$ cat src/rtl/approx_sad_pkg.sv
// Shared types and helpers for the approximate sum-of-absolute-differences accumulator.
package approx_sad_pkg;

  typedef enum logic {
    ACCUM = 1'b0,
    HOLD  = 1'b1
  } state_t;

  localparam logic MODE_EXACT  = 1'b0;
  localparam logic MODE_APPROX = 1'b1;

  function automatic int sum_width(int data_w, int lanes, int block_len);
    return data_w + $clog2(lanes) + $clog2(block_len);
  endfunction

endpackage

$ cat src/rtl/approx_absdiff_lane.sv
// One lane of |a-b|, with the low DROP_LSB bits forced to zero in approximate mode.
module approx_absdiff_lane #(
  parameter int DATA_W   = 2,
  parameter int DROP_LSB = 1
) (
  input  logic [DATA_W-1:0] a,
  input  logic [DATA_W-1:0] b,
  input  logic              approx,
  output logic [DATA_W-1:0] d
);

  localparam logic [DATA_W-1:0] KEEP_MASK = {DATA_W{1'b1}} << DROP_LSB;

  logic [DATA_W-1:0] diff;

  assign diff = (a > b) ? (a - b) : (b - a);
  assign d    = approx ? (diff & KEEP_MASK) : diff;

endmodule

$ cat src/rtl/approx_sad_accum.sv
// Pipelined block SAD accumulator: stage 1 registers the per-beat lane sum, stage 2 accumulates.
// Optional error monitor (parallel exact path, out_err/out_err_exceed) under APPROX_SAD_ERR_MON_EN.
module approx_sad_accum
  import approx_sad_pkg::*;
#(
  parameter int DATA_W    = 2,
  parameter int LANES     = 4,
  parameter int BLOCK_LEN = 8,
  parameter int DROP_LSB  = 1,
`ifdef APPROX_SAD_ERR_MON_EN
  parameter int ET_BLOCK  = 16,
`endif
  localparam int SUM_W = sum_width(DATA_W, LANES, BLOCK_LEN)
) (
  input  logic                    clk,
  input  logic                    rst,
  input  logic                    in_valid,
  output logic                    in_ready,
  input  logic [LANES*DATA_W-1:0] in_a,
  input  logic [LANES*DATA_W-1:0] in_b,
  input  logic                    in_mode,
  output logic                    out_valid,
  input  logic                    out_ready,
  output logic [SUM_W-1:0]        out_sum,
`ifdef APPROX_SAD_ERR_MON_EN
  output logic [SUM_W-1:0]        out_err,
  output logic                    out_err_exceed,
`endif
  output logic                    out_mode
);

  localparam int LANE_W = DATA_W + $clog2(LANES);
  localparam int CNT_W  = $clog2(BLOCK_LEN);
  localparam logic [CNT_W-1:0] LAST_BEAT = CNT_W'(BLOCK_LEN - 1);

  state_t             state;
  logic [CNT_W-1:0]   beat_cnt;
  logic               mode_q;
  logic               s1_valid;
  logic               s1_last;
  logic [LANE_W-1:0]  s1_sum;
  logic [SUM_W-1:0]   acc;

  logic               beat_fire;
  logic               beat_last;
  logic               beat_mode;
  logic [DATA_W-1:0]  lane_d [LANES];
  logic [LANE_W-1:0]  lane_sum;
  logic [SUM_W-1:0]   sum_next;

  assign beat_fire = in_valid && in_ready;
  assign beat_last = (beat_cnt == LAST_BEAT);
  // Beat 0 truncates with the incoming mode; the register only takes it on that same edge.
  assign beat_mode = (beat_cnt == '0) ? in_mode : mode_q;
  assign sum_next  = acc + SUM_W'(s1_sum);

  for (genvar i = 0; i < LANES; i++) begin : g_lane
    approx_absdiff_lane #(
      .DATA_W  (DATA_W),
      .DROP_LSB(DROP_LSB)
    ) u_lane (
      .a     (in_a[i*DATA_W +: DATA_W]),
      .b     (in_b[i*DATA_W +: DATA_W]),
      .approx(beat_mode == MODE_APPROX),
      .d     (lane_d[i])
    );
  end

  // NOTE: give every always_comb target a default first so no latch is inferred.
  always_comb begin
    lane_sum = '0;
    for (int i = 0; i < LANES; i++) lane_sum += LANE_W'(lane_d[i]);
  end

`ifdef APPROX_SAD_ERR_MON_EN
  logic [DATA_W-1:0]  lane_x [LANES];
  logic [LANE_W-1:0]  lane_xsum;
  logic [LANE_W-1:0]  s1_xsum;
  logic [SUM_W-1:0]   xacc;
  logic [SUM_W-1:0]   xsum_next;
  logic [SUM_W-1:0]   err_next;

  for (genvar i = 0; i < LANES; i++) begin : g_xlane
    approx_absdiff_lane #(
      .DATA_W  (DATA_W),
      .DROP_LSB(DROP_LSB)
    ) u_xlane (
      .a     (in_a[i*DATA_W +: DATA_W]),
      .b     (in_b[i*DATA_W +: DATA_W]),
      .approx(MODE_EXACT),
      .d     (lane_x[i])
    );
  end

  always_comb begin
    lane_xsum = '0;
    for (int i = 0; i < LANES; i++) lane_xsum += LANE_W'(lane_x[i]);
  end

  assign xsum_next = xacc + SUM_W'(s1_xsum);
  assign err_next  = xsum_next - sum_next;

  always_ff @(posedge clk) begin
    if (rst) begin
      s1_xsum        <= '0;
      xacc           <= '0;
      out_err        <= '0;
      out_err_exceed <= 1'b0;
    end else begin
      if (beat_fire) s1_xsum <= lane_xsum;
      if (state == ACCUM && s1_valid) begin
        if (s1_last) begin
          out_err        <= err_next;
          out_err_exceed <= int'(err_next) > ET_BLOCK;
          xacc           <= '0;
        end else begin
          xacc <= xsum_next;
        end
      end
    end
  end
`endif

  // NOTE: sequential state uses non-blocking assignments so every register sees pre-edge values.
  always_ff @(posedge clk) begin
    if (rst) begin
      state     <= ACCUM;
      beat_cnt  <= '0;
      mode_q    <= MODE_EXACT;
      s1_valid  <= 1'b0;
      s1_last   <= 1'b0;
      s1_sum    <= '0;
      acc       <= '0;
      in_ready  <= 1'b1;
      out_valid <= 1'b0;
      out_sum   <= '0;
      out_mode  <= MODE_EXACT;
    end else begin
      s1_valid <= beat_fire;
      if (beat_fire) begin
        s1_sum   <= lane_sum;
        s1_last  <= beat_last;
        beat_cnt <= beat_last ? '0 : beat_cnt + 1'b1;
        if (beat_cnt == '0) mode_q <= in_mode;
        if (beat_last) in_ready <= 1'b0;
      end

      case (state)
        ACCUM: begin
          if (s1_valid) begin
            if (s1_last) begin
              out_sum   <= sum_next;
              out_mode  <= mode_q;
              out_valid <= 1'b1;
              acc       <= '0;
              state     <= HOLD;
            end else begin
              acc <= sum_next;
            end
          end
        end
        HOLD: begin
          if (out_ready) begin
            out_valid <= 1'b0;
            in_ready  <= 1'b1;
            state     <= ACCUM;
          end
        end
        default: state <= ACCUM;
      endcase
    end
  end

endmodule

$ cat config.mk
export PLATFORM = sky130hd
export DESIGN_NAME = approx_sad_accum
export DESIGN_NICKNAME = d
export VERILOG_FILES = /design/src/rtl/approx_sad_pkg.sv /design/src/rtl/approx_absdiff_lane.sv /design/src/rtl/approx_sad_accum.sv
export SDC_FILE = /design/constraint.sdc
export NUM_CORES = 1
export LEC_CHECK = 0
export ABC_AREA = 1
export CORE_UTILIZATION = 48
export DETAILED_ROUTE_END_ITERATION = 10
export GPL_ROUTABILITY_DRIVEN = 1
export GPL_TIMING_DRIVEN = 0
export PLACE_DENSITY = 0.85
export REMOVE_ABC_BUFFERS = 1
export SYNTH_ARGS = -nofsm -noshare
export SYNTH_HDL_FRONTEND = slang
export SYNTH_SLANG_ARGS = --single-unit
$ cat constraint.sdc
create_clock -name clk -period 3 [get_ports clk]
set_input_delay 0.45 -clock clk [delete_from_list [all_inputs] [get_ports clk]]
set_output_delay 0.45 -clock clk [all_outputs]
set_load 0.02 [all_outputs]
Word level (Yosys, flattened, before mapping). Index checks and enable logic that the tools add are counted.

Bits in registers: 28. Bits in latches: 0. Memory bits (writable): 0. Memory bits (read-only): 0. Output and inout port bits: 10. Word-level logic and storage cells: 61. Memories: 0.

$add $sub $neg: 13. Multipliers: 0. Div/mod/pow operators: 0. Order comparisons: 4. Equality and inequality tests: 4. Shifts and indexed selects: 0. Mux-type cells: 23. Bitwise logic cells: 1. Reduce and logical (&&, ||, !) cells: 5.

Operator list (number): subtractor 2 bit (8); two-way mux 1 bit (15); greater-than comparator 2 bit (4); two-way mux 2 bit (4); adder 7 x 4 -> 7 bit (1); two-way mux 7 bit (1); != test 2 bit, second input constant (3); AND reduction 3 bit (2); adder 3 x 2 -> 4 bit (1); adder 4 x 2 -> 4 bit (1); one-hot mux 1 bit (2 select lines) (2); adder 2 x 2 -> 3 bit (1); adder 3 x 1 -> 3 bit, second input constant (1); equality test 3 bit, second input constant (1); logical NOT 3 bit (1); two-way mux 3 bit (1); AND reduction 2 bit (1); logical AND 1 bit (1); inverter 1 bit (1).

Logic depth before layout (Yosys ltp).
Depth after elaboration: 6. Gate-level depth with buffers: 13. Mapped depth without buffers: 13.

Modules after synthesis. Synthesis repeated with hierarchy kept, for this count alone.

Cell total of the unflattened synthesis: 255. Area, all modules: 1874.3 um^2.

By module, submodules not included: approx_sad_accum (instances 1, cells an instance 179, area an instance 1413.9 um^2, seq. area each 560.5 um^2); approx_absdiff_lane (instances 4, cells an instance 19, area an instance 115.1 um^2, seq. area each 0.0 um^2).

Worst setup path after synthesis. OpenSTA, ideal clock, no wires.

Kind: input to register. From: input in_a[2]. To: register s1_sum[2]. Library setup time: 116 ps. Arrival time: 3141 ps. Setup slack: -256 ps. Cell stages on the path: 12. Path buffers: 0. Cells stage by stage: inv_1 -> ha_1 -> fa_1 -> a21oi_1 -> nor2_1 -> a21oi_1 -> fa_1 -> fa_1 -> ha_1 -> fa_1 -> o21ai_0 -> nor2_1.

Cells in the longest elaborated chain, start to end: 6.

Ends and longest elaborated chain: start: declaration (RTL line approx_sad_accum.sv:19) `input logic [LANES*DATA_W-1:0] in_a,`; subtractor 2 bit / greater-than comparator 2 bit (equally long branches) (RTL line approx_absdiff_lane.sv:16) `assign diff = (a > b) ? (a - b) : (b - a);`; two-way mux 2 bit * (RTL line approx_absdiff_lane.sv:16); two-way mux 1 bit (RTL line approx_absdiff_lane.sv:17) `assign d = approx ? (diff & KEEP_MASK) : diff;`; adder 2 x 2 -> 3 bit * (RTL line approx_sad_accum.sv:72) `for (int i = 0; i < LANES; i++) lane_sum += LANE_W'(lane_d[i]);`; adder 3 x 2 -> 4 bit * (RTL line approx_sad_accum.sv:72); adder 4 x 2 -> 4 bit * (RTL line approx_sad_accum.sv:72); named net lane_sum[2] (RTL line approx_sad_accum.sv:48) `logic [LANE_W-1:0] lane_sum;`; end signal: assignment (RTL line approx_sad_accum.sv:141) `s1_sum <= lane_sum;`; end: declaration (RTL line approx_sad_accum.sv:41) `logic [LANE_W-1:0] s1_sum;`.

Mark *: on every way through the listed nets, which the timed path passes. The rest lies on a longest branch. A chain may end at the register's enable or synchronous reset.

Final worst setup path.
From: input in_b[2]. To: register s1_sum[2].

Cells in the longest elaborated chain, start to end: 6.

Ends and longest elaborated chain: start: declaration (RTL line approx_sad_accum.sv:20) `input logic [LANES*DATA_W-1:0] in_b,`; subtractor 2 bit / greater-than comparator 2 bit (equally long branches) (RTL line approx_absdiff_lane.sv:16); two-way mux 2 bit * (RTL line approx_absdiff_lane.sv:16); two-way mux 1 bit (RTL line approx_absdiff_lane.sv:17); adder 2 x 2 -> 3 bit * (RTL line approx_sad_accum.sv:72); adder 3 x 2 -> 4 bit * (RTL line approx_sad_accum.sv:72); adder 4 x 2 -> 4 bit * (RTL line approx_sad_accum.sv:72); named net lane_sum[2] (RTL line approx_sad_accum.sv:48).

Marked as above.

==> results.toml <==
[run_status]
status = "complete, but fails checks"
failed_checks = "setup timing"

[floorplanning]
core_area_um2 = 3660
die_area_um2 = 4090
rows = 22
die_x_um = 63.9
start_util_pct = 50.3
ios = 31
die_h_um = 63.9

[routing]
ant_nets = 0
route.met2.wl_mm = 1.59
drt_iter0_markers = 49
dr_total_vias = 1531
dr.max_layer_used = "met4"
wl_met3_um = 109
vias_per_cell = 4.78
met1_length_mm = 1.62
wl_per_cell_um = 10.5
drc_errors = 0
dr.pass1.iters = 4
routed_wl_mm = 3.36

[global_route]
grt_max_degree = 19
grt_pass1_wl_mm = 5.96
gr-total-overflow = 0
grt_pass1_vias = 1462
antenna_found_initial = 0
grt_usage_pct = 18.5

[finish]
layout.nets = 324
area_growth_pct = 29.1
multi_input_area_um2 = 1220
fillerInstances = 318
regArea_um2 = 562
diodes = 0
layout-drive-gt1-share_pct = 21.0

[logic_synthesis]
synth_compound_area_share_pct = 11.2
synth_cell_types = 26
netlist_area_um2 = 1840
synth-simple-area-share_pct = 21.8
synthAdderAreaFrac_pct = 24.0
yosys_warnings = 0
syn_inst = 241
synthMuxAreaShare_pct = 0
synthXorXnorAreaFrac_pct = 2.38
synth_top_family_by_area = "adder cells"
synth_seq_cells = 28
syn_area_per_cell_um2 = 7.64
seq_area_frac_synth_pct = 30.4

[cts]
cts_htree_levels = 1
clk_pin_slew_worst_paths_ns = 0.10
clock_latency_ns = 0.28
cts_sinks = 28
cts_tree = "built"
numCtsBuffers = 3
cts.path.max_buffers = 2
cts_root_buf = "clkbuf_8"
cts_hold_buffers = 0

[critical_path]
cpLargestDelayFamily = "adder cells"
path_buf_inv = 2
crit_fanout = 2
cp-end-kind = "register"
slowest_stage = "fa_1"
startpoint = "in_b[2]"
start_kind = "primary input"
cp.required_ns = 3.18
critPathKind = "primary input to register"
max_stage_delay_ns = 0.56
worstReg2RegStart = "beat_cnt[0]$_SDFFE_PP0P_"
crit_chain = "buf_4 -> ha_4 -> fa_2 -> a21oi_2 -> buf_4 -> a21oi_4 -> fa_1 -> fa_1 -> ha_2 -> fa_1 -> o21ai_2 -> nor2_1"
arrival_ns = 3.23
cp_common_cell = "fa_1"

[flow_run]
max_cap_violations = 0

[timing]
relSlewSlack_pct = 52.4
tns_ns = -0.0512
setup_viol = 1
fin_crit_ns = 3.05
clock.fmax_mhz = 328
finalClockSkew_ns = 0.00599
drv_slew = 0
period_share_pct = 102
fin_ws_ns = -0.0512
tightest_slew_ns = 0.711
rsz0062_at_grt = "yes"
finalHoldViolations = 0

[power_and_ir_drop]
power_density_nw_per_um2 = 438
ir_drop_uv = 382
leakage_uw = 0.00110

[placed_design]
portBuffers = 30
gp_congestion = 0.802
dp_hpwl_mm = 2.40
dp_slack_ns = -0.904

[worst_hold_path]
min_path_type = "register to register"
min_from = "out_valid$_SDFFE_PP0P_"
-- routing by layer --
layer  vias to the layer above  track usage (%)
li1                        807                -
met1                       700             24.3
met2                        20             30.9
met3                         4             3.75
met4                         0             4.26
met5                         -                0
-- final timing paths --
check / end / slack, ns / cells past startpoint
min reg2reg: out_valid$_SDFFE_PP0P_ / 0.47 / 2
min: out_valid$_SDFFE_PP0P_ / 0.47 / 2
max reg2reg: s1_sum[2]$_SDFFE_PP0P_ / 0.04 / 12
max: s1_sum[2]$_SDFFE_PP0P_ / -0.05 / 12
-- placed cells by master, fill, tap and decap left out, types with 4 or more instances in the layout --
cell,synthesis,routed
nand2_2,2,4
inv_1,38,30
ha_1,21,15
ha_4,0,5
a21oi_2,2,6
nor2_1,27,24
fa_1,9,7
dfxtp_1,28,27
nand2_1,47,45
nand3_1,11,11
inv_2,2,9
clkdlybuf4s50_1,0,18
nor2_2,1,4
o21ai_0,10,8
a21oi_1,21,15
-- flip-flops by register name, indices dropped and copies added (netlist names) --
| signal | count |
|---|---|
| acc | 7 |
| out_sum | 7 |
| s1_sum | 4 |
| beat_cnt | 3 |
| in_ready | 1 |
| mode_q | 1 |
| out_mode | 1 |
| out_valid | 1 |
| s1_last | 1 |
| s1_valid | 1 |
| state | 1 |
-- per-stage QoR --
stage / cells / cell area, um2 / utilization [%] / total power (uW) / hold WS (ns)
final: 320 / 2380 / 65.0 / 1040 / 0.472
after global routing: 320 / 2380 / 65.0 / 1120 / 0.498
after CTS: 319 / 2330 / 63.6 / 1030 / 0.459
after detailed placement: 314 / 2170 / 59.3 / 706 / 0.458
after global placement: 314 / 2170 / 59.3 / 700 / 0.456
after floorplan: 236 / 1810 / - / 618 / 0.442
-- synthesized netlist by cell type --
master	count	share of area, %
clkinv_2	1	0.27
nand3_1	11	3.0
nand3b_1	2	0.81
nor3_1	1	0.27
o211ai_2	1	0.68
ha_1	21	14
dfxtp_1	28	30
xnor2_1	2	0.95
nor2_1	27	5.5
nor2_4	1	0.61
xor2_1	3	1.4
buf_6	1	0.61
o21ai_0	10	2.7
inv_1	38	7.7
or2_2	3	1.0
a21oi_2	2	0.95
buf_2	4	1.1
fa_1	9	9.8
o21ai_1	1	0.27
nor2_2	1	0.34
nand2_2	2	0.68
inv_2	2	0.41
nand2_1	47	9.6
a21oi_1	21	5.7
a211oi_1	1	0.41
o21ai_2	1	0.48
-- what timing repair did --
action                     4_1_cts  5_1_grt
pin swaps                       16       11
buffers inserted                 1        1
resized for setup               65       14
setup endpoints to repair        3        2
-- layout make-up --
| type | instances | share of cell area, % |
|---|---|---|
| clock buffers | 3 | 1.74 |
| inverters | 41 | 6.63 |
| multi-input cells | 167 | 51.2 |
| flip-flops and latches | 28 | 23.6 |
| well taps | 48 | 2.52 |
| repair buffers | 32 | 13.0 |
| clock inverters | 1 | 1.26 |
-- cell families (layout without fill, tap and decap cells) --
family	count (synthesis)	in the layout
fa+ha+maj	30	30
simple gates	95	95
flops	28	28
compound gates	37	37
buf+inv	46	77
xor+xnor	5	5
-- power by group --
group / internal, uW / total [uW] / switching, uW
Sequential: 397 / 415 / 17.8
Clock: 179 / 295 / 117
Combinational: 155 / 332 / 177
-- worst register-to-register path, stage by stage (launching register included) --
cell     delay (ns)
dfxtp_2        0.36
inv_1          0.04
ha_1           0.19
nand2_1        0.08
o21ai_1        0.10
or2_2          0.31
fa_1           0.42
inv_1          0.09
fa_1           0.43
ha_2           0.20
fa_1           0.45
o21ai_2        0.14
nor2_1         0.05
Power figures use the tool's default switching activity.
